$ cat src/rtl/sync_fifo_pro.sv
// ---------------------------------------------------------------------------
// sync_fifo_pro
//
// Parametrised single-clock FIFO with programmable almost-full/almost-empty
// thresholds, an occupancy count, a synchronous flush and a selectable
// first-word-fall-through (FWFT) read mode.
//
// Ports:
//   clk         rising-edge clock for all logic
//   rst         synchronous active-high reset (highest priority)
//   flush       synchronous clear of pointers and count (data_out holds)
//   wr_en       write request, data_in is stored when accepted
//   data_in     write data
//   rd_en       read request (in FWFT mode: acknowledge of the head word)
//   data_out    read data (registered read, or live head word in FWFT mode)
//   wr_ack      previous-cycle write was accepted
//   overflow    previous-cycle write was rejected because the FIFO was full
//   underflow   previous-cycle read was rejected because the FIFO was empty
//   full        count == FIFO_DEPTH
//   empty       count == 0
//   almostfull  count >= AF_LEVEL and not full
//   almostempty count <= AE_LEVEL and not empty
//   count       current occupancy
// ---------------------------------------------------------------------------
module sync_fifo_pro #(
  parameter int FIFO_WIDTH = 16,
  parameter int FIFO_DEPTH = 8,
  parameter int AF_LEVEL   = FIFO_DEPTH - 1,
  parameter int AE_LEVEL   = 1,
  parameter int FWFT       = 0,
  localparam int CW        = $clog2(FIFO_DEPTH + 1)
) (
  input  logic                  clk,
  input  logic                  rst,
  input  logic                  flush,
  input  logic                  wr_en,
  input  logic [FIFO_WIDTH-1:0] data_in,
  input  logic                  rd_en,
  output logic [FIFO_WIDTH-1:0] data_out,
  output logic                  wr_ack,
  output logic                  overflow,
  output logic                  underflow,
  output logic                  full,
  output logic                  empty,
  output logic                  almostfull,
  output logic                  almostempty,
  output logic [CW-1:0]         count
);

  localparam int PW = (FIFO_DEPTH > 2) ? $clog2(FIFO_DEPTH) : 1;
  localparam bit IS_FWFT = (FWFT != 0);

  // Illegal parameter combinations stop elaboration instead of producing
  // flags that can never (or always) assert.
  if (FIFO_WIDTH < 1) begin : gBadWidth
    $fatal(1, "sync_fifo_pro: FIFO_WIDTH must be >= 1");
  end
  if (FIFO_DEPTH < 2) begin : gBadDepth
    $fatal(1, "sync_fifo_pro: FIFO_DEPTH must be >= 2");
  end
  if (AF_LEVEL < 1 || AF_LEVEL > FIFO_DEPTH - 1) begin : gBadAf
    $fatal(1, "sync_fifo_pro: AF_LEVEL must be in 1..FIFO_DEPTH-1");
  end
  if (AE_LEVEL < 1 || AE_LEVEL > FIFO_DEPTH - 1) begin : gBadAe
    $fatal(1, "sync_fifo_pro: AE_LEVEL must be in 1..FIFO_DEPTH-1");
  end
  if (FWFT != 0 && FWFT != 1) begin : gBadFwft
    $fatal(1, "sync_fifo_pro: FWFT must be 0 or 1");
  end

  logic [FIFO_WIDTH-1:0] mem [FIFO_DEPTH];

  logic [PW-1:0]         wrPtr_q, wrPtr_d;
  logic [PW-1:0]         rdPtr_q, rdPtr_d;
  logic [CW-1:0]         count_q, count_d;
  logic [FIFO_WIDTH-1:0] dataOut_q, dataOut_d;
  logic                  wrAck_q, wrAck_d;
  logic                  overflow_q, overflow_d;
  logic                  underflow_q, underflow_d;

  logic                  readOk;
  logic                  writeOk;
  logic                  memWe;
  logic [FIFO_WIDTH-1:0] headWord;

  // Pointers wrap explicitly so non-power-of-two depths work.
  function automatic logic [PW-1:0] incPtr(input logic [PW-1:0] ptr);
    return (ptr == PW'(FIFO_DEPTH - 1)) ? '0 : ptr + 1'b1;
  endfunction

  // Status flags are pure decodes of the occupancy count so they track the
  // count in the same cycle it changes.
  assign full        = (count_q == CW'(FIFO_DEPTH));
  assign empty       = (count_q == '0);
  assign almostfull  = (count_q >= CW'(AF_LEVEL)) && !full;
  assign almostempty = (count_q <= CW'(AE_LEVEL)) && !empty;
  assign count       = count_q;

  assign wr_ack    = wrAck_q;
  assign overflow  = overflow_q;
  assign underflow = underflow_q;

  // A write into a full FIFO is still allowed when a read frees a slot in
  // the same cycle. An empty FIFO never forwards the word being written.
  assign readOk   = rd_en && !empty;
  assign writeOk  = wr_en && (!full || readOk);
  assign headWord = mem[rdPtr_q];

  // In FWFT mode the head word is shown live while data exists; once empty
  // the last shown word is held from the register.
  assign data_out = (IS_FWFT && !empty) ? headWord : dataOut_q;

  // Next-state logic: flush clears pointers/count and suppresses the
  // handshake pulses; otherwise reads and writes are resolved independently
  // and the count moves only when exactly one of them is accepted.
  always_comb begin
    wrPtr_d     = wrPtr_q;
    rdPtr_d     = rdPtr_q;
    count_d     = count_q;
    dataOut_d   = dataOut_q;
    wrAck_d     = 1'b0;
    overflow_d  = 1'b0;
    underflow_d = 1'b0;
    memWe       = 1'b0;

    if (flush) begin
      wrPtr_d = '0;
      rdPtr_d = '0;
      count_d = '0;
    end else begin
      if (writeOk) begin
        memWe   = 1'b1;
        wrPtr_d = incPtr(wrPtr_q);
        wrAck_d = 1'b1;
      end else if (wr_en) begin
        overflow_d = 1'b1;
      end

      if (readOk) begin
        rdPtr_d = incPtr(rdPtr_q);
      end else if (rd_en) begin
        underflow_d = 1'b1;
      end

      case ({writeOk, readOk})
        2'b10:   count_d = count_q + 1'b1;
        2'b01:   count_d = count_q - 1'b1;
        default: count_d = count_q;
      endcase

      if (!IS_FWFT && readOk) begin
        dataOut_d = headWord;
      end
    end

    // FWFT keeps a copy of whatever is currently presented so data_out
    // holds steady when the FIFO drains or is flushed.
    if (IS_FWFT && !empty) begin
      dataOut_d = headWord;
    end
  end

  // State register with synchronous reset; reset wins over flush and
  // any pending read or write.
  always_ff @(posedge clk) begin
    if (rst) begin
      wrPtr_q     <= '0;
      rdPtr_q     <= '0;
      count_q     <= '0;
      dataOut_q   <= '0;
      wrAck_q     <= 1'b0;
      overflow_q  <= 1'b0;
      underflow_q <= 1'b0;
    end else begin
      wrPtr_q     <= wrPtr_d;
      rdPtr_q     <= rdPtr_d;
      count_q     <= count_d;
      dataOut_q   <= dataOut_d;
      wrAck_q     <= wrAck_d;
      overflow_q  <= overflow_d;
      underflow_q <= underflow_d;
    end
  end

  // Storage array is never cleared; only accepted writes outside reset
  // update it.
  always_ff @(posedge clk) begin
    if (memWe && !rst) begin
      mem[wrPtr_q] <= data_in;
    end
  end

endmodule
$ cat config.mk
export PLATFORM = sky130hd
export DESIGN_NAME = sync_fifo_pro
export DESIGN_NICKNAME = d
export VERILOG_FILES = /design/src/rtl/sync_fifo_pro.sv
export SDC_FILE = /design/constraint.sdc
export NUM_CORES = 1
export LEC_CHECK = 0
export BUFFER_PORTS_ARGS = -buffer_cell sky130_fd_sc_hd__buf_2
export CAP_MARGIN = 15
export CORE_MARGIN = 3
export CORE_UTILIZATION = 40
export DETAILED_ROUTE_END_ITERATION = 8
export PLACE_DENSITY = 0.56
export SYNTH_ARGS = -nofsm -noshare
export SYNTH_HDL_FRONTEND = slang
export SYNTH_SLANG_ARGS = --single-unit
$ cat constraint.sdc
create_clock -name clk -period 3.4 [get_ports clk]
set_clock_uncertainty 0.15 [all_clocks]
set_input_delay 0.34 -clock clk [delete_from_list [all_inputs] [get_ports clk]]
set_output_delay 0.34 -clock clk [all_outputs]
set_load 0.01 [all_outputs]
==> impl_metrics.yaml <==
worst_setup_path:
  r2r-end: "mem[0][14]"
  r2r-start: "count[0]"
  ff2ff_path_depth: 7
  critPathArrivalTime_ps: 2680
  critical_path.max_fanout: 16
  critPathMaxStageDelay_ps: 470
  crit_chain: "inv_1, ha_1, nand2b_1, o21ai_1, or3_1, nor3_2, buf_4"
  worstPathRequired_ps: 3340
  end_kind: "register"
  r2r_slack_ps: 660
  critPathKind: "reg2reg"
  startpoint_type: "register"
  cp_slowest_cell: "or3_1"
drt:
  vias: 3199
  drtAntennaViolNets: 0
  wl_um: 11800
  drc: 0
  viasPerCell: 5.478
  drt_iter0_drc: 175
  drtPass1Iterations: 4
  avgRoutedWirePerCell_um: 20.20
logic_synthesis:
  synth_edf_count: 128
  ys_seq_area_share_pct: 71.29
  ys_types: 44
  syn_area_um2: 6206
  ys_async_sr_fraction_pct: 0
  synth-main-ff-cell: "edfxtp_1"
  synth_nets: 356
  ys_seq_elements: 157
  syn_avg_cell_area_um2: 18.92
  syn_inst: 328
  ys_warn_count: 0
die:
  row_count: 44
  ios: 48
  start_util_pct: 41.75
  die_w_um: 130.6
  dieArea_um2: 17050
  die_y_um: 130.6
  core_um2: 14860
clocking:
  cts.repair.resized: 0
  cts_buffers: 17
  post_cts_buffers: 0
  clockBufferDepth: 2
  numClockSinks: 157
  clk_pin_slew_ps: 60
  h-tree-depth: 4
  cts_hold_buf: 0
  cts_root_buffer: "clkbuf_16"
  clk_latency_ps: 410
  cts_tree: "done"
finish:
  finalNetCount: 417
  area_growth_pct: 15.71
  drive_gt1_share_pct: 28.75
  fillers: 1254
  antenna_cells: 0
  post-route-util_pct: 48.31
  finalNonFillerCells: 584
global_routing:
  grt_max_degree: 36
  antenna_found_initial: 0
  grt_pass1_vias: 3272
  grt_usage_pct: 14.93
  overflow: 0
  grt_pass1_wl_um: 18350
timing:
  tightest_slew_ps: 863.7
  finalSetupTns_ps: 0
  final_max_slew_viol_count: 0
  slew_headroom_pct: 42.23
  hold_viol_final: 0
  rsz0062_at_grt: "no"
  max_freq_mhz: 365.2
  min_period_ps: 2738
  period_share_pct: 80.54
  hold_slack_ps: 46.55
  setup_viol: 0
hold_path:
  worstHoldStart: "data_in[7]"
  worst_hold_path.endpoint: "mem[3][7]"
  min_path_type: "in2reg"
  min_path_cells: 1
place:
  gp_congestion: 0.7522
  hpwl_um: 7255
  portBuffers: 47
  place_inst: 554
power_and_ir_drop:
  power_leakage_nw: 2.578
  p_per_area_nw_per_um2: 553.9
  irDropWorstVdd_v: 0.0003390
run_status:
  status: "finished clean"
flow_run:
  drv_cap: 0
==> stage by stage <==
step                      area (um^2)  setup WS, ps  power, mW
final                            7181         661.6      3.977
after global routing             7181         411.5      4.131
after CTS                        7181         631.6      4.027
after detailed placement         6641         658.8      2.270
after global placement           6641         756.0      2.267
after floorplan                  6206         116.0      2.220
==> cells in the final DEF, fill, tap and decap left out, types with 13 or more instances in the layout <==
cell / n
dfxtp_1: 28
buf_4: 15
buf_2: 47
mux4_1: 13
edfxtp_1: 128
nor2_1: 13
and3_1: 17
clkbuf_16: 17
mux4_2: 19
a221o_1: 16
==> critical path, delay by kind of cell, from the launching register on <==
family                   cells  cell delay (ps)
AND/OR/NAND/NOR              3              900
flip-flops                   1              450
buffers and inverters        2              370
adder cells (fa/ha/maj)      1              290
AO/OA/AOI/OAI                1              250
==> cells by family (layout without fill, tap and decap cells) <==
| kind of cell | count (synthesis) | count (layout) | share of synthesized area, % |
|---|---|---|---|
| xor+xnor | 1 | 1 | 0.1412 |
| fa+ha+maj | 7 | 7 | 1.411 |
| flops | 157 | 157 | 71.29 |
| simple gates | 67 | 67 | 6.311 |
| compound gates | 38 | 38 | 5.202 |
| mux | 36 | 36 | 13.04 |
| buf+inv | 22 | 94 | 2.601 |
==> registers in the layout, summed over array words and instances, names as in the netlist <==
name,flops
mem,128
data_out,16
count,4
rdPtr_q,3
wrPtr_q,3
overflow,1
underflow,1
wr_ack,1
==> cell type report <==
cell class | count | area (um^2) | share of cell area [%]
clock buffers | 21 | 440.4 | 6.133
well taps | 184 | 230.2 | 3.206
repair buffers | 62 | 347.8 | 4.844
multi-input cells | 149 | 1630 | 22.70
inverters | 2 | 7.507 | 0.1045
clock inverters | 9 | 98.84 | 1.377
flip-flops and latches | 157 | 4425 | 61.63
==> how the worst max path moves through the flow <==
stage                         from          to
after CTS                 count[0]  mem[0][15]
after floorplan           count[0]   mem[0][0]
after global routing      count[0]   mem[3][5]
final                     count[0]  mem[0][14]
after global placement    count[0]   mem[0][1]
after detailed placement  count[0]   mem[0][1]
==> where the power goes <==
group | leakage [nW] | switching (mW) | internal, mW | total (mW)
clock | 0.270 | 0.686 | 1.06 | 1.75
combinational | 0.920 | 0.0772 | 0.0493 | 0.126
sequential | 1.39 | 0.00876 | 2.09 | 2.10
==> cell usage after synthesis, drive strengths merged (2+ instances only) <==
cell type  count  area [um^2]
edfxtp       128         3844
mux4          32        769.5
dfxtp         29        580.6
and3          17        106.4
a221o         16        160.2
nor2          14        55.06
buf           12        123.9
nand2          9        33.78
clkbuf         8        30.03
ha             7        87.58
a21oi          6        30.03
nor3           6        41.29
o21ai          5        36.28
mux2i          4        40.04
nand2b         4        25.02
or3            4        25.02
nand3          3        15.01
a221oi         2        17.52
inv            2        7.510
nand3b         2        15.01
nand4b         2        17.52
o211a          2        20.02
==> metal layers <==
metal	share of wire [%]	vias to the layer above	global-route usage [%]
met5	0	-	0
li1	-	1481	-
met3	5.4	10	4.553
met2	46	76	22.94
met4	1.0	0	4.356
met1	47	1632	20.78
(Power assumes the default switching activity.)
